File: src/rtl/acia_peer_pkg.sv
// Shared constants and state encodings for the ACIA peer endpoint.
// Both FSMs run on the internal 16x oversampling tick.
package acia_peer_pkg;

    localparam int OVERSAMPLE = 16;
    localparam int FRAME_BITS = 10;
    localparam int START_HALF = 7;
    localparam int SUB_W      = $clog2(OVERSAMPLE);

    typedef logic [SUB_W-1:0] sub_t;

    typedef enum logic [2:0] {
        RX_ST_IDLE  = 3'd0,
        RX_ST_START = 3'd1,
        RX_ST_DATA  = 3'd2,
        RX_ST_STOP  = 3'd3,
        RX_ST_WAIT  = 3'd4
    } rx_state_t;

    typedef enum logic [1:0] {
        TX_ST_IDLE  = 2'd0,
        TX_ST_SHIFT = 2'd1,
        TX_ST_GAP   = 2'd2
    } tx_state_t;

endpackage

File: src/rtl/acia_peer_fifo.sv
// First-word fall-through FIFO; pop_data shows the head whenever empty is low.
// A push while full is accepted only when a pop frees the slot in the same cycle.
module acia_peer_fifo #(
    parameter int DEPTH = 4,
    parameter int WIDTH = 8
) (
    input  logic                     clk,
    input  logic                     reset,
    input  logic                     push,
    input  logic [WIDTH-1:0]         push_data,
    input  logic                     pop,
    output logic [WIDTH-1:0]         pop_data,
    output logic                     full,
    output logic                     empty,
    output logic [$clog2(DEPTH):0]   count
);

    localparam int AW = $clog2(DEPTH);
    localparam logic [AW:0] FULL_COUNT = (AW + 1)'(DEPTH);

    logic [WIDTH-1:0] mem [DEPTH];
    logic [AW-1:0]    wr_ptr;
    logic [AW-1:0]    rd_ptr;
    logic             wr_en;
    logic             rd_en;

    assign full     = (count == FULL_COUNT);
    assign empty    = (count == '0);
    assign pop_data = mem[rd_ptr];
    assign rd_en    = pop && !empty;
    assign wr_en    = push && (!full || rd_en);

    always_ff @(posedge clk) begin
        if (reset) begin
            wr_ptr <= '0;
            rd_ptr <= '0;
            count  <= '0;
            for (int i = 0; i < DEPTH; i++) begin
                mem[i] <= '0;
            end
        end else begin
            if (wr_en) begin
                mem[wr_ptr] <= push_data;
                wr_ptr      <= wr_ptr + 1'b1;
            end
            if (rd_en) begin
                rd_ptr <= rd_ptr + 1'b1;
            end
            case ({wr_en, rd_en})
                2'b10:   count <= count + 1'b1;
                2'b01:   count <= count - 1'b1;
                default: count <= count;
            endcase
        end
    end

endmodule

File: src/rtl/acia_peer.sv
// Device-side 8N1 endpoint at the far end of the ACIA link: receives on rx,
// transmits on tx, and exchanges bytes with the IO controller through FIFOs.
module acia_peer #(
    parameter int DIV_SLOW   = 256,
    parameter int DIV_FAST   = 64,
    parameter int FIFO_DEPTH = 4,
    parameter int TX_GAP     = 1
) (
    input  logic       clk,
    input  logic       reset,
    input  logic       enable,
    input  logic       baud_sel,
    input  logic       rx,
    output logic       tx,
    input  logic [7:0] tx_data,
    input  logic       tx_valid,
    output logic       tx_ready,
    output logic [7:0] rx_data,
    output logic       rx_valid,
    input  logic       rx_ready,
    input  logic       err_clr,
    output logic       rx_overrun,
    output logic       rx_frame_err
);

    import acia_peer_pkg::*;

    // Handshakes: a byte moves on any cycle where valid and ready are both high
    // at the rising clock edge; valid never depends on ready.

    localparam int DIV_MAX   = (DIV_SLOW > DIV_FAST) ? DIV_SLOW : DIV_FAST;
    localparam int CW        = $clog2(DIV_MAX);
    localparam int GAP_TICKS = (TX_GAP > 0) ? TX_GAP * OVERSAMPLE : 1;
    localparam int GAP_W     = $clog2(GAP_TICKS + 1);
    localparam int CNT_W     = $clog2(FIFO_DEPTH) + 1;

    localparam logic [CW-1:0]    RELOAD_SLOW = CW'(DIV_SLOW - 1);
    localparam logic [CW-1:0]    RELOAD_FAST = CW'(DIV_FAST - 1);
    localparam sub_t             SUB_LAST    = sub_t'(OVERSAMPLE - 1);
    localparam sub_t             SUB_HALF    = sub_t'(START_HALF);
    localparam logic [3:0]       TX_LAST_BIT = 4'(FRAME_BITS - 1);
    localparam logic [GAP_W-1:0] GAP_LAST    = GAP_W'(GAP_TICKS - 1);

    // ------------------------------------------------------------------
    // 16x tick: a rate change restarts the period instead of ticking.
    logic [CW-1:0] tick_cnt;
    logic          baud_q;
    logic          tick;

    assign tick = enable && (baud_sel == baud_q) && (tick_cnt == '0);

    always_ff @(posedge clk) begin
        baud_q <= baud_sel;
        if (reset || !enable) begin
            tick_cnt <= '0;
        end else if ((baud_sel != baud_q) || (tick_cnt == '0)) begin
            tick_cnt <= baud_sel ? RELOAD_FAST : RELOAD_SLOW;
        end else begin
            tick_cnt <= tick_cnt - 1'b1;
        end
    end

    // ------------------------------------------------------------------
    // RX front end: synchronizer, then a 3-sample majority-free filter that
    // only changes level on three agreeing samples.
    logic       rx_s1;
    logic       rx_s2;
    logic [2:0] rx_hist;
    logic [2:0] rx_hist_next;
    logic       rxf;

    assign rx_hist_next = {rx_hist[1:0], rx_s2};

    always_ff @(posedge clk) begin
        if (reset) begin
            rx_s1   <= 1'b1;
            rx_s2   <= 1'b1;
            rx_hist <= 3'b111;
            rxf     <= 1'b1;
        end else begin
            rx_s1 <= rx;
            rx_s2 <= rx_s1;
            if (tick) begin
                rx_hist <= rx_hist_next;
                if (rx_hist_next == 3'b000) begin
                    rxf <= 1'b0;
                end else if (rx_hist_next == 3'b111) begin
                    rxf <= 1'b1;
                end
            end
        end
    end

    // ------------------------------------------------------------------
    // FIFOs
    logic             rx_push;
    logic             rx_pop;
    logic             rx_full;
    logic             rx_empty;
    logic [CNT_W-1:0] rx_count;
    logic [7:0]       rx_byte;

    logic             tx_push;
    logic             tx_pop;
    logic             tx_full;
    logic             tx_empty;
    logic [CNT_W-1:0] tx_count;
    logic [7:0]       tx_head;

    logic             unused_counts;

    assign rx_valid      = !rx_empty;
    assign rx_pop        = rx_valid && rx_ready;
    assign tx_ready      = !tx_full;
    assign tx_push       = tx_valid && tx_ready;
    assign unused_counts = ^{rx_count, tx_count};

    acia_peer_fifo #(.DEPTH(FIFO_DEPTH), .WIDTH(8)) u_rx_fifo (
        .clk       (clk),
        .reset     (reset),
        .push      (rx_push),
        .push_data (rx_byte),
        .pop       (rx_pop),
        .pop_data  (rx_data),
        .full      (rx_full),
        .empty     (rx_empty),
        .count     (rx_count)
    );

    acia_peer_fifo #(.DEPTH(FIFO_DEPTH), .WIDTH(8)) u_tx_fifo (
        .clk       (clk),
        .reset     (reset),
        .push      (tx_push),
        .push_data (tx_data),
        .pop       (tx_pop),
        .pop_data  (tx_head),
        .full      (tx_full),
        .empty     (tx_empty),
        .count     (tx_count)
    );

    // ------------------------------------------------------------------
    // RX FSM: all sampling happens at sub==0 on a tick.
    rx_state_t  rx_state;
    sub_t       rx_sub;
    logic [2:0] rx_bit;
    logic       rx_stop_sample;
    logic       overrun_set;
    logic       frame_set;

    assign rx_stop_sample = tick && (rx_state == RX_ST_STOP) && (rx_sub == '0);
    assign rx_push        = rx_stop_sample && rxf;
    assign overrun_set    = rx_push && rx_full && !rx_pop;
    assign frame_set      = rx_stop_sample && !rxf;

    always_ff @(posedge clk) begin
        if (reset || !enable) begin
            rx_state <= RX_ST_IDLE;
            rx_sub   <= '0;
            rx_bit   <= '0;
            rx_byte  <= '0;
        end else if (tick) begin
            case (rx_state)
                RX_ST_IDLE: begin
                    if (!rxf) begin
                        rx_state <= RX_ST_START;
                        rx_sub   <= SUB_HALF;
                    end
                end
                RX_ST_START: begin
                    if (rx_sub != '0) begin
                        rx_sub <= rx_sub - 1'b1;
                    end else if (!rxf) begin
                        rx_state <= RX_ST_DATA;
                        rx_sub   <= SUB_LAST;
                        rx_bit   <= '0;
                    end else begin
                        rx_state <= RX_ST_IDLE;
                    end
                end
                RX_ST_DATA: begin
                    if (rx_sub != '0) begin
                        rx_sub <= rx_sub - 1'b1;
                    end else begin
                        rx_byte <= {rxf, rx_byte[7:1]};
                        rx_sub  <= SUB_LAST;
                        rx_bit  <= rx_bit + 1'b1;
                        if (rx_bit == 3'd7) begin
                            rx_state <= RX_ST_STOP;
                        end
                    end
                end
                RX_ST_STOP: begin
                    if (rx_sub != '0) begin
                        rx_sub <= rx_sub - 1'b1;
                    end else begin
                        rx_state <= rxf ? RX_ST_IDLE : RX_ST_WAIT;
                    end
                end
                RX_ST_WAIT: begin
                    if (rxf) begin
                        rx_state <= RX_ST_IDLE;
                    end
                end
                default: rx_state <= RX_ST_IDLE;
            endcase
        end
    end

    // Sticky error flags; a set in the same cycle as err_clr takes priority.
    always_ff @(posedge clk) begin
        if (reset) begin
            rx_overrun   <= 1'b0;
            rx_frame_err <= 1'b0;
        end else begin
            if (overrun_set) begin
                rx_overrun <= 1'b1;
            end else if (err_clr) begin
                rx_overrun <= 1'b0;
            end
            if (frame_set) begin
                rx_frame_err <= 1'b1;
            end else if (err_clr) begin
                rx_frame_err <= 1'b0;
            end
        end
    end

    // ------------------------------------------------------------------
    // TX FSM: the shift register idles at all ones, so tx is simply its LSB.
    tx_state_t             tx_state;
    logic [FRAME_BITS-1:0] tx_shift;
    sub_t                  tx_sub;
    logic [3:0]            tx_bit;
    logic [GAP_W-1:0]      tx_gap_cnt;

    assign tx_pop = tick && (tx_state == TX_ST_IDLE) && !tx_empty;
    assign tx     = tx_shift[0];

    always_ff @(posedge clk) begin
        if (reset || !enable) begin
            tx_state   <= TX_ST_IDLE;
            tx_shift   <= '1;
            tx_sub     <= '0;
            tx_bit     <= '0;
            tx_gap_cnt <= '0;
        end else if (tick) begin
            case (tx_state)
                TX_ST_IDLE: begin
                    if (!tx_empty) begin
                        tx_shift <= {1'b1, tx_head, 1'b0};
                        tx_sub   <= SUB_LAST;
                        tx_bit   <= '0;
                        tx_state <= TX_ST_SHIFT;
                    end
                end
                TX_ST_SHIFT: begin
                    if (tx_sub != '0) begin
                        tx_sub <= tx_sub - 1'b1;
                    end else begin
                        tx_shift <= {1'b1, tx_shift[FRAME_BITS-1:1]};
                        tx_sub   <= SUB_LAST;
                        tx_bit   <= tx_bit + 1'b1;
                        if (tx_bit == TX_LAST_BIT) begin
                            if (TX_GAP > 0) begin
                                tx_state   <= TX_ST_GAP;
                                tx_gap_cnt <= GAP_LAST;
                            end else begin
                                tx_state <= TX_ST_IDLE;
                            end
                        end
                    end
                end
                TX_ST_GAP: begin
                    if (tx_gap_cnt != '0) begin
                        tx_gap_cnt <= tx_gap_cnt - 1'b1;
                    end else begin
                        tx_state <= TX_ST_IDLE;
                    end
                end
                default: tx_state <= TX_ST_IDLE;
            endcase
        end
    end

endmodule

File: config.mk
export PLATFORM = sky130hd
export DESIGN_NAME = acia_peer
export DESIGN_NICKNAME = d
export VERILOG_FILES = /design/src/rtl/acia_peer_pkg.sv /design/src/rtl/acia_peer_fifo.sv /design/src/rtl/acia_peer.sv
export SDC_FILE = /design/constraint.sdc
export NUM_CORES = 1
export LEC_CHECK = 0
export ABC_AREA = 1
export CAP_MARGIN = 20
export CORE_ASPECT_RATIO = 0.75
export CORE_MARGIN = 5
export CORE_UTILIZATION = 40
export CTS_CLUSTER_DIAMETER = 30
export CTS_CLUSTER_SIZE = 24
export DETAILED_ROUTE_END_ITERATION = 12
export PLACE_DENSITY = 0.58
export SLEW_MARGIN = 20
export SYNTH_ARGS = -nofsm -noshare
export SYNTH_HDL_FRONTEND = slang
export SYNTH_HIERARCHICAL = 1
export SYNTH_SLANG_ARGS = --single-unit
File: constraint.sdc
create_clock -name clk -period 3.4 [get_ports clk]
set_input_delay 0.34 -clock clk [delete_from_list [all_inputs] [get_ports clk]]
set_output_delay 0.34 -clock clk [all_outputs]
set_load 0.05 [all_outputs]
## Word-level counts from Yosys, hierarchy flattened

Memories as Yosys holds them, arrays and structs flattened. A register that Yosys moved wholly into a read port is not among the register bits.
Cells that the tools add are included.

| operators by class | value |
|---|---|
| bitwise logic cells | 1 |
| multiplexer cells | 64 |
| add/subtract/negate cells | 14 |
| reduce and logical (&&, ||, !) cells | 57 |
| equal/unequal tests | 31 |

Operators by type and width:

| operator | count |
|---|---|
| two-way mux 4 bit | 9 |
| two-way mux 8 bit | 4 |
| two-way mux 3 bit | 10 |
| inequality test 2 bit (second input constant) | 12 |
| two-way mux 2 bit | 11 |
| two-way mux 10 bit | 2 |
| one-hot mux 10 bit (2 select lines) | 1 |
| AND reduction 5 bit | 4 |
| one-hot mux 3 bit (2 select lines) | 3 |
| logical AND 1 bit | 16 |
| one-hot mux 4 bit (2 select lines) | 2 |
| one-hot mux 4 bit (4 select lines) | 1 |
| nonzero test 2 bit | 8 |
| OR reduction 8 bit | 2 |
| equality test 3 bit (second input constant) | 5 |
| two-way mux 1 bit | 15 |
| two-way mux 5 bit | 3 |
| one-hot mux 3 bit (5 select lines) | 1 |
| zero test 3 bit | 4 |
| nonzero test 4 bit | 3 |
| one-hot mux 5 bit (2 select lines) | 1 |
| adder 3 x 1 -> 3 bit (second input constant) | 3 |
| adder 2 x 1 -> 2 bit (second input constant) | 4 |
| zero test 8 bit | 1 |
| 25 further kinds | 42 |

| storage, ports and cells | value |
|---|---|
| bits in registers | 73 |
| input port bits | 16 |
| output and inout port bits | 13 |
| logic and storage cells | 192 |
| memory bits (writable) | 64 |
| memories | 2 |

Memories:

| name | words | bits a word | read ports | clocked after Yosys merged registers in | wr ports | line | RTL |
|---|---|---|---|---|---|---|---|
| u_rx_fifo.mem | 4 | 8 | 1 | 1 | 4 | acia_peer_fifo.sv:21 | `logic [WIDTH-1:0] mem [DEPTH];` |
| u_tx_fifo.mem | 4 | 8 | 1 | 1 | 4 | acia_peer_fifo.sv:21 |  |

## Longest topological paths before layout

Gate-level depths: netlist of the first run.

| depth | value |
|---|---|
| word-level depth | 13 |
| mapped depth | 18 |

## By module

The synthesis of the first run kept the hierarchy.

Modules (own cells, without submodules):

| module | cells an instance | area each (sq um) | sequential area each (sq um) | instances |
|---|---|---|---|---|
| acia_peer | 501 | 3,229.3 | 1,161.1 | 1 |
| acia_peer_fifo (u_tx_fifo) | 191 | 1,844.3 | 1,141.1 | 1 |
| acia_peer_fifo (u_rx_fifo) | 186 | 1,825.5 | 1,141.1 | 1 |

## Worst setup path after synthesis of the first run

Ideal clock, no wire load.

| path | value |
|---|---|
| kind | reg2reg |
| from | reg tick_cnt[0] |
| to | mem u_rx_fifo.mem[0][0], enable pin |
| path slack | 793 ps |
| buffers on the path | 0 |
| arrival | 2,223 ps |
| library setup time | 384 ps |
| cell stages (with the launch flop) | 9 |
| data required time | 3,016 ps |
| period minus slack after synthesis | 2,607 ps |
| cells stage by stage | dfxtp_1 > inv_1 > ha_1 > nand3_2 > nor2_4 > nand2_4 > nor4_1 > nand4_2 > o21ai_0 |

RTL lines:

| what | line | RTL |
|---|---|---|
| from (decl) | acia_peer.sv:46 | `logic [CW-1:0] tick_cnt;` |
| from (signal assigned) | acia_peer.sv:57 | `tick_cnt <= baud_sel ? RELOAD_FAST : RELOAD_SLOW;` |
| from (signal assigned) | acia_peer.sv:59 | `tick_cnt <= tick_cnt - 1'b1;` |
| to (decl) | acia_peer_fifo.sv:21 |  |

## Worst setup path in the final report of the first run

| path | value |
|---|---|
| from | reg tick_cnt[0] |
| to | reg u_rx_fifo.count[2] |

| on the way | value |
|---|---|
| word-level cells in the longest chain between the ends | 8 |
| elaborated cells on any way between the ends | 10 |

Ends and longest elaborated chain:

| what | line | RTL |
|---|---|---|
| zero test 8 bit (*) | acia_peer.sv:50 | `assign tick = enable && (baud_sel == baud_q) && (tick_cnt == '0);` |
| logical AND 1 bit (*) | acia_peer.sv:50 |  |
| logical AND 1 bit (*) (2 in a row) | acia_peer.sv:151 | `assign rx_stop_sample = tick && (rx_state == RX_ST_STOP) && (rx_sub == '0);` |
| logical AND 1 bit (*) | acia_peer.sv:152 | `assign rx_push = rx_stop_sample && rxf;` |
| via rx_push | acia_peer.sv:96 | `logic rx_push;` |
| logical AND 1 bit (*) | acia_peer_fifo.sv:31 | `assign wr_en = push && (!full \|\| rd_en);` |
| equality test 2 x 1 -> 1 bit or equality test 2 bit (tied branches) | acia_peer_fifo.sv:49 | `case ({wr_en, rd_en})` |
| one-hot mux 3 bit (2 select lines) or nonzero test 2 bit (tied branches) | -- |  |
| to (signal assigned) | acia_peer_fifo.sv:50 | `2'b10: count <= count + 1'b1;` |
| to (signal assigned) | acia_peer_fifo.sv:51 | `2'b01: count <= count - 1'b1;` |
| to (signal assigned) | acia_peer_fifo.sv:52 | `default: count <= count;` |
| to (decl) | acia_peer_fifo.sv:15 | `output logic [$clog2(DEPTH):0] count` |

The timed path passes the listed nets; every way through them passes the cells marked *.
A chain may end at the register's enable or synchronous reset.

==> results of run 1 <==
==> synth_stat cells, drive strengths merged (7+ instances only) <==
library cell  count  area share, %
nor3             18            1.3
buf              15            1.3
nand4            13            1.3
dfxtp            76             22
inv             131            7.1
or2               7           0.63
a21oi            28            2.0
nand2           182             11
nand3            69            5.3
o21ai            56            4.1
edfxtp           64             28
nor2            168             10
o22ai            16            1.5
ha               11            2.0
==> cell type report <==
class                      instances  area (um2)
clock buffer                      17         425
timing repair buffer              41         378
fill                            1639        8880
clock inverter                    15         124
inverter                         134         503
tap                              215         269
sequential                       140        3440
multi-input combinational        585        2850
==> routing by layer <==
metal / track usage (%) / vias up
met4: 4.81 / 0
met1: 23.8 / 2483
li1: - / 2919
met3: 3.57 / 9
met2: 21.8 / 85
met5: 0 / -
==> power by group <==
group | internal, mW | switching, mW
registers | 1.82 | 0.0260
logic | 0.0948 | 0.187
clock network | 0.959 | 0.778
total | 2.87 | 0.991
==> worst max-delay path, delay by kind of cell, from the launching register on <==
family	cells	cell delay, ns
buffers and inverters	3	0.26
DFF	1	0.30
AOI/OAI and AO/OA	2	0.22
adders and majority gates	3	0.65
and+or+nand+nor	7	1.35
==> worst paths after layout <==
kind / cells past startpoint / end
hold / removal: 1 / rx_s2
setup / recovery: 15 / u_rx_fifo/count[2]
hold reg to reg: 1 / rx_s2
setup reg to reg: 15 / u_rx_fifo/count[2]
==> state kept, by name (all words and copies together), names as in the netlist, 2 cells and up, named ones only <==
| name | cells |
|---|---|
| tx_sub | 4 |
| u_rx_fifo/rd_ptr | 2 |
| tick_cnt | 8 |
| rx_hist | 2 |
| rx_byte | 8 |
| tx_bit | 4 |
| rx_sub | 4 |
| u_rx_fifo/count | 3 |
| u_rx_fifo/wr_ptr | 2 |
| u_tx_fifo/rd_ptr | 2 |
| u_rx_fifo/mem | 32 |
| tx_gap_cnt | 5 |
| u_tx_fifo/mem | 32 |
| tx_shift | 9 |
| u_tx_fifo/count | 3 |
| tx_state | 2 |
| rx_bit | 3 |
| u_tx_fifo/wr_ptr | 2 |
| rx_state | 3 |
==> cell families after synthesis <==
logic type,Yosys count,share of synthesized area (%)
adder cells (fa/ha/maj),13,2.58
XOR/XNOR,4,0.508
AO/OA/AOI/OAI,109,8.49
AND/OR/NAND/NOR,459,29.7
buffers and inverters,153,8.81
flip-flops,140,49.9
==> metrics.txt, run 1 <==
max-cap viol count=0; highest routed layer=met4; fmax=~350 MHz; Final Cell Area=between 7000 and 8000 um2; # DRC=0; critical path fanouts, max=7; vias in the first global route=5,040; Via-to-Cell Ratio=approximately 4.8; Starting Density=40.9%; cts bufs inserted=17; total clock sinks=between 100 and 150; PostCTS Resize Cnt=0; commonest non-fill, non-tap cells in the layout=171 x nand2_1, 148 x nor2_1, 121 x inv_1; # diodes=0; Placer Congestion=roughly 0.80; final setup violating endpoints=0; Slew @ Worst Pin=0.750 ns; nets=948; Syn-to-layout area delta=15.9%; Reg-to-Reg Start=tick_cnt[0]; routed wl met3=approximately 700 um; area of the core=between 15,000 and 20,000 um2; met2 routed WL=a little under 6 mm; DR iter-0 viols=around 550; Clock Latency Late Sink=roughly 0.42 ns; Tot GR Track Use=between 10% and 20%; final setup margin=between 0.5 and 0.6 ns; Core Util, Final=between 40 and 50%; final period demand of the worst path=~2.9 ns; Synth Cell Area=approximately 6900 um2; Worst-path clk slew=~0.06 ns; Crit path largest cell delay=between 0.5 and 0.6 ns; Clock Tree Buf Depth=2; syn nets=just over 900; Worst Skew=between 0.01 and 0.015 ns; most frequent CP cell=inv_1; outcome=finished clean; Post-DP HPWL=between 10 and 15 mm; antenna-violating nets left=0; most common cell after layout, fill and taps aside=nand2_1; CTS Hold Bufs=0; critical path endpoint category=flop; count of different cell masters after synthesis=37; RSZ-0062 raised after global routing=no; Cell Pwr Density=between 400 and 500 nW/um2; Max transition margin=between 40% and 50%; CP max stage cell=nor4_1; largest net degree at the start of global routing=29; setup_tns=0 ns; initial antenna violation count=0; Peak VDD IR=around 280 uV; CP cell instances=inv_1, ha_1, nand3_2, nor2_4, nand2_4, nor4_1, nand2_2, ha_1, inv_1, fa_1, inv_1, nand2_1, nand3_1, o21ai_0, a21oi_1; DIE WIDTH=162 um; syn avg cell area=7.86 um2; Placed Area=around 7400 um2; FFs w/ async S/R, synth=0%; H-tree depth=4; Synth Warn #=6; Routed WL=14.6 mm; Critical Path Start Type=flop; max-slew violations=0; WHS=approximately 0.42 ns; vias post-DR=around 5,500; die footprint=approximately 20,000 um2; leakage power=roughly 3.4 nW; Finished Layout Cells=between 1,000 and 1,500; period utilisation layout=85.2%; Final Power=slightly below 4 mW; Seq cells post-synth=140; WL met1=8.00 mm; critical path arrival=3.20 ns; I/O pins=29; Port Buffer Count=28; worst setup path class=flop to flop; GRT Residual Overflow=0; post-CTS setup buffers=0; worst endpoint required time=~3.7 ns; final hold viol count=0; DP Worst Slack=0.276 ns; Setup crit start=tick_cnt[0]; Die Span Y=around 120 um; fraction of layout cells with a size suffix above 1=between 10% and 20%; Initial DRT Pass Iterations=5; first-pass GRT wire length=around 25 mm; register area share after synthesis=roughly 50%; Mapped Cells=878; worst min-delay path class=flop to flop; routed len/inst=between 10 and 15 um; root buf cell=clkbuf_16; TritonCTS clock tree=built; Main synth FF type=dfxtp_1; row cnt=41; worst reg2reg setup slack=about 0.50 ns; EDFF count, synth=64; Post-Place Cells=1,115; min-delay src=rx_s1
No activity file was read; power rests on OpenSTA's default activity.
==> run 2: changes to the inputs <==
MAX_ROUTING_LAYER = met4   (was unset)
SLEW_MARGIN = unset   (was 20)
clock period = 3.15 ns   (was 3.4 ns; I/O delays follow)
==> run 2 against run 1 <==
  * Worst hold slack worse by 0.012 ns
  * Via count up 1.1%
  * Total power up 16%
  * First-iteration DRC count down 27%
  * Highest routed layer unchanged
  * Wire length up 3.0%
  * Critical endpoint is now rx_data[6]
  * Critical path type is now flop to output pin
  * Critical path depth down 11
  * Utilization up 0.61 points
  * Non-clock buffer count up 1
  * Sequential cell count unchanged
==> metrics.txt, run 2 (synthesis results as in run 1) <==
Port Buffer Count=28 (unchanged); RSZ-0062 raised after global routing=no (unchanged); Starting Density=40.9% (unchanged); CP max stage cell=clkdlybuf4s50_1 (was nor4_1); DP Worst Slack=0.0269 ns (was 0.276 ns); Sequential Power Share=44.4% (was 47.7%); antenna-violating nets left=0 (unchanged); Worst Reg2Reg Path Length in Cells=13 (was 15); setup_tns=0 ns (unchanged); Critical Path Start Type=flop (unchanged); cts bufs inserted=17 (unchanged); largest net degree at the start of global routing=29 (unchanged); nets=949 (was 948); vias in the first global route=5,015 (was 5,040); worst endpoint required time=2.83 ns (was 3.71 ns); Clock Latency Late Sink=0.42 ns (about the same); Placer Congestion=0.827 (was 0.796); GRT Residual Overflow=0 (unchanged); I/O pins=29 (unchanged); min-delay src=baud_sel (was rx_s1); Comb pwr share=6.9% (was 7.3%); fmax=approximately 370 MHz; Final Power=4.48 mW (was 3.86 mW); Core Util, Final=48.0% (was 47.4%); NetSw=1.12 mW (was 0.991 mW); Crit path largest cell delay=0.84 ns (was 0.55 ns); max-cap viol count=0 (unchanged); Finished Layout Cells=1,148 (was 1,147); # diodes=0 (unchanged); fraction of layout cells with a size suffix above 1=10.6% (was 10.3%); H-tree depth=4 (unchanged); critical path fanouts, max=16 (was 7); worst min-delay path class=primary input to flop (was flop to flop); critical path endpoint category=output pin (was flop); row cnt=41 (unchanged); leakage power=3.47 nW (was 3.42 nW); Hold Path Cell Cnt=1 (unchanged); clock share of power=48.7% (was 45.0%); post-CTS setup buffers=0 (unchanged); area of the core=16,900 um2 (unchanged); max-slew violations=0 (unchanged); DIE WIDTH=162 um (unchanged); Sw Share=25.0% (was 25.7%); final setup violating endpoints=0 (unchanged); Clock Tree Buf Depth=2 (unchanged); Post-Place Cells=1,116 (was 1,115); Post-DP HPWL=10.7 mm (was 10.4 mm); Peak VDD IR=459 uV (was 279 uV); first-pass GRT wire length=25.0 mm (was 24.9 mm); Via-to-Cell Ratio=4.84 (was 4.79); root buf cell=clkbuf_16 (unchanged); vias post-DR=5,555 (was 5,496); final hold viol count=0 (unchanged); total clock sinks=140 (unchanged); Slew @ Worst Pin=0.750 ns (about the same); worst reg2reg setup slack=0.55 ns (was 0.50 ns); Die Span Y=124 um (unchanged); final setup margin=0.470 ns (was 0.504 ns); most common cell after layout, fill and taps aside=nand2_1 (unchanged); # DRC=0 (unchanged); Internal Pwr Total=3.36 mW (was 2.87 mW); Worst-path clk slew=0.06 ns (about the same); Syn-to-layout area delta=17.3% (was 15.9%); reg-to-reg endpoint=u_rx_fifo/count[2] (unchanged); critical path arrival=2.36 ns (was 3.20 ns); worst-case hold path end point=baud_q (was rx_s2); initial antenna violation count=0 (unchanged); period utilisation layout=between 80% and 90%; Cell Pwr Density=554 nW/um2 (was 483 nW/um2); final period demand of the worst path=~2.7 ns; Max transition margin=50.0% (about the same); TritonCTS clock tree=built (unchanged); Initial DRT Pass Iterations=5 (unchanged); commonest non-fill, non-tap cells in the layout=171 x nand2_1, 148 x nor2_1, 121 x inv_1 (unchanged); DR iter-0 viols=401 (was 548); outcome=finished clean (unchanged); Tot GR Track Use=16.2% (was 15.6%); Worst Skew=0.00747 ns (was 0.0105 ns); Routed WL=15.1 mm (was 14.6 mm); die footprint=20,000 um2 (unchanged); Reg-to-Reg Start=rx_sub[0] (was tick_cnt[0]); worst setup path class=flop to output pin (was flop to flop); CP cell instances=inv_1, o21ai_0, o22ai_1, clkdlybuf4s50_1 (was inv_1, ha_1, nand3_2, nor2_4, nand2_4, nor4_1, nand2_2, ha_1, inv_1, fa_1, inv_1, nand2_1, nand3_1, o21ai_0, a21oi_1); Top Registers=u_rx_fifo/mem (32), u_tx_fifo/mem (32), tx_shift (9) (unchanged); routed len/inst=13.1 um (was 12.8 um)
==> run 2: cell type report <==
cell class	count	area, um2
clock buffers	17	425
inverters	134	503
clock inverters	15	213
flip-flops and latches	140	3440
repair buffers	42	385
multi-input cells	585	2860
fillers	1612	8780
well taps	215	269
==> run 2: worst max path at each step <==
stage | start | end | slack (ns) | cells past startpoint
after floorplan | tick_cnt[0] | u_rx_fifo/mem[0][0] | 0.54 | 8
after global placement | baud_sel | u_rx_fifo/count[2] | 0.15 | 16
after detailed placement | baud_sel | u_rx_fifo/count[2] | 0.03 | 16
after CTS | tick_cnt[0] | u_rx_fifo/count[2] | 0.30 | 15
after global routing | tick_cnt[0] | u_rx_fifo/count[2] | 0.27 | 15
final | flop | rx_data[6] | 0.47 | 4
==> run 2: metrics by stage <==
| stage | hold WS (ns) | cell area [um2] |
|---|---|---|
| finish | 0.407 | 8100 |
| global route | 0.396 | 8100 |
| CTS | 0.385 | 8090 |
| detailed placement | 0.394 | 7450 |
| global placement | 0.394 | 7450 |
| floorplan | 0.343 | 6900 |
==> run 2: what timing repair did <==
item	4_1_cts	5_1_grt
gates resized for setup	0	1
endpoints found under the setup margin	0	1
hold buffers	0	0
==> run 2: layer usage <==
layer | track usage (%) | vias up | wire (um)
met5 | - | - | 0
met4 | 5.18 | 0 | 147
li1 | - | 2926 | -
met2 | 21.4 | 100 | 6050
met1 | 24.4 | 2517 | 8280
met3 | 3.44 | 12 | 603
==> run 2: power by group through the flow <==
stage          registers [mW]  logic (mW)  clock network [mW]
6_report                 1.99       0.308                2.18
4_1_cts                  1.99       0.310                2.24
2_1_floorplan            2.02       0.215                   0
3_5_place_dp             2.03       0.310                   0
3_3_place_gp             2.03       0.306                   0
5_1_grt                  2.00       0.348                2.31
==> run 2: critical path: cells and delay by family (launching register included) <==
family	cells	cell delay, ns
compound gates	2	0.35
flops	1	0.38
buf+inv	2	1.21
==> run 3: changes to the inputs <==
PLACE_DENSITY = 0.61   (was 0.58)
RECOVER_POWER = 50   (was unset)
clock period = 2.3 ns   (was 3.15 ns; I/O delays follow)
==> run 3 against run 2 <==
  * Sequential power grew 37%
  * Utilization increased by 0.78 points
  * Clock-buffer cell count rose by 1
  * Clock skew increased by 0.0048 ns
  * Worst hold slack got worse by 0.00064 ns
  * Wire length fell by 3.1%
  * Sequential cell count unchanged
  * Register-to-register slack got worse by 0.37 ns
  * Non-clock buffer count grew 30
  * First-iteration DRC count grew 11%
==> metrics.txt, run 3 (synthesis results as in run 1) <==
Worst-path clk slew=0.06 ns (about the same); total clock sinks=140 (unchanged); RSZ-0062 raised after global routing=no (unchanged); Final Cell Area=8230 um2 (was 8100 um2); Clock Latency Late Sink=0.42 ns (about the same); Via-to-Cell Ratio=4.78 (was 4.84); GRT Residual Overflow=0 (unchanged); critical path endpoint category=flop (was output pin); final period demand of the worst path=roughly 2.1 ns; DIE WIDTH=162 um (unchanged); # DRC=0 (unchanged); Die Span Y=124 um (unchanged); antenna-violating nets left=0 (unchanged); Worst Reg2Reg Path Length in Cells=16 (was 13); DP Worst Slack=-0.163 ns (was 0.0269 ns); CTS Hold Bufs=0 (unchanged); Final Power=5.88 mW (was 4.48 mW); worst min-delay path class=primary input to flop (unchanged); final setup margin=0.184 ns (was 0.470 ns); Worst Skew=0.0123 ns (was 0.00747 ns); worst endpoint required time=2.44 ns (was 2.83 ns); final setup violating endpoints=0 (unchanged); critical path fanouts, max=8 (was 16); WHS=0.407 ns (about the same); cts bufs inserted=17 (unchanged); area of the core=16,900 um2 (unchanged); Top Registers=u_rx_fifo/mem (32), u_tx_fifo/mem (32), tx_shift (9) (unchanged); I/O pins=29 (unchanged); Tot GR Track Use=16.0% (was 16.2%); period utilisation layout=92.0%; routed wl met3=651 um (was 603 um); nets=979 (was 949); Port Buffer Count=28 (unchanged); most common cell after layout, fill and taps aside=nand2_1 (unchanged); routed len/inst=12.4 um (was 13.1 um); row cnt=41 (unchanged); Starting Density=40.9% (unchanged); critical path arrival=2.25 ns (was 2.36 ns); final hold viol count=0 (unchanged); Peak VDD IR=487 uV (was 459 uV); DR iter-0 viols=446 (was 401); TritonCTS clock tree=built (unchanged); WL met1=7.92 mm (was 8.28 mm); outcome=finished clean (unchanged); largest net degree at the start of global routing=29 (unchanged); commonest non-fill, non-tap cells in the layout=173 x nand2_1, 156 x nor2_1, 119 x inv_1 (was 171 x nand2_1, 148 x nor2_1, 121 x inv_1); highest routed layer=met4 (unchanged); max-slew violations=0 (unchanged); Max transition margin=47.8% (was 50.0%); Initial DRT Pass Iterations=5 (unchanged); worst setup path class=flop to flop (was flop to output pin); Critical Path Start Type=flop (unchanged); Syn-to-layout area delta=19.2% (was 17.3%); root buf cell=clkbuf_16 (unchanged); vias in the first global route=5,180 (was 5,015); initial antenna violation count=0 (unchanged); Clock Tree Buf Depth=2 (unchanged); Hold Path Cell Cnt=2 (was 1); Slew @ Worst Pin=0.783 ns (was 0.750 ns); fraction of layout cells with a size suffix above 1=13.0% (was 10.6%); Cell Pwr Density=715 nW/um2 (was 554 nW/um2); Placer Congestion=0.803 (was 0.827); fmax=roughly 470 MHz; max-cap viol count=0 (unchanged); # diodes=0 (unchanged); Routed WL=14.6 mm (was 15.1 mm); leakage power=3.54 nW (was 3.47 nW); die footprint=20,000 um2 (unchanged); met2 routed WL=5.89 mm (was 6.05 mm); Post-DP HPWL=10.5 mm (was 10.7 mm); first-pass GRT wire length=25.1 mm (was 25.0 mm); vias post-DR=5,626 (was 5,555); H-tree depth=4 (unchanged); Placed Area=7680 um2 (was 7450 um2)
## run 3: changes by cell type in the layout (fill, tap and decap cells not counted), sizes merged
cell / before / now
inv: 143 / 140
bufinv: 3 / 1
clkinvlp: 0 / 3
dlygate4sd3: 0 / 6
buf: 14 / 36
clkbuf: 17 / 32
dlygate4sd2: 0 / 2
clkdlybuf4s50: 28 / 14
clkinv: 3 / 4
## run 3: power by group
part / switching [mW] / leakage (nW) / internal [mW] / total [mW]
sequential: 0.0384 / 1.28 / 2.69 / 2.73
clock: 1.16 / 0.284 / 1.56 / 2.72
combinational: 0.282 / 1.98 / 0.156 / 0.438
## run 3: path summary, 6_finish.rpt
kind	start	end	slack, ns
worst min-delay path	rx	rx_s1	0.41
worst max register to register	tick_cnt[1]	u_tx_fifo/mem[0][6]	0.18
worst min register to register	rx_s1	rx_s2	0.42
worst max-delay path	tick_cnt[1]	u_tx_fifo/mem[0][6]	0.18
## run 3: cell type report
type / count / area [um2]
Clock inverter: 14 / 149
Inverter: 134 / 503
Tap cell: 215 / 269
Clock buffer: 18 / 439
Fill cell: 1625 / 8650
Timing Repair Buffer: 72 / 564
Sequential cell: 140 / 3440
Multi-Input combinational cell: 585 / 2860
## run 3: metrics by stage
step | setup TNS [ns] | std cells | utilization, %
global placement | -0.699 | 1145 | 45.5
finish | 0 | 1178 | 48.7
detailed placement | -1.43 | 1145 | 45.5
CTS | 0 | 1177 | 49.0
floorplan | -2.18 | 878 | -
global route | 0 | 1178 | 48.7
## run 3: routing by layer
layer	GRT usage, %	vias to the layer above
li1	-	2986
met1	23.3	2532
met2	22.0	98
met3	3.57	10
met4	5.07	0
met5	-	-
## run 3: timing repair
item                       CTS  global route
setup buffers                0             1
resized for setup            2            14
setup endpoints to repair    2            24
pin swaps                    0             4
gates cloned                 0             0
## run 3: critical path, cell delays in order, from the launching register on
cell and delay, ns:
dfxtp_1 0.32, inv_2 0.07, ha_4 0.14, nand3_4 0.09, inv_1 0.06, nand2_1 0.06
nor2_2 0.13, nand3_2 0.09, inv_2 0.07, buf_4 0.10, inv_1 0.04, nand2_2 0.06
nand3_1 0.11, inv_1 0.14, nand2_4 0.06, o21ai_2 0.15, buf_12 0.14
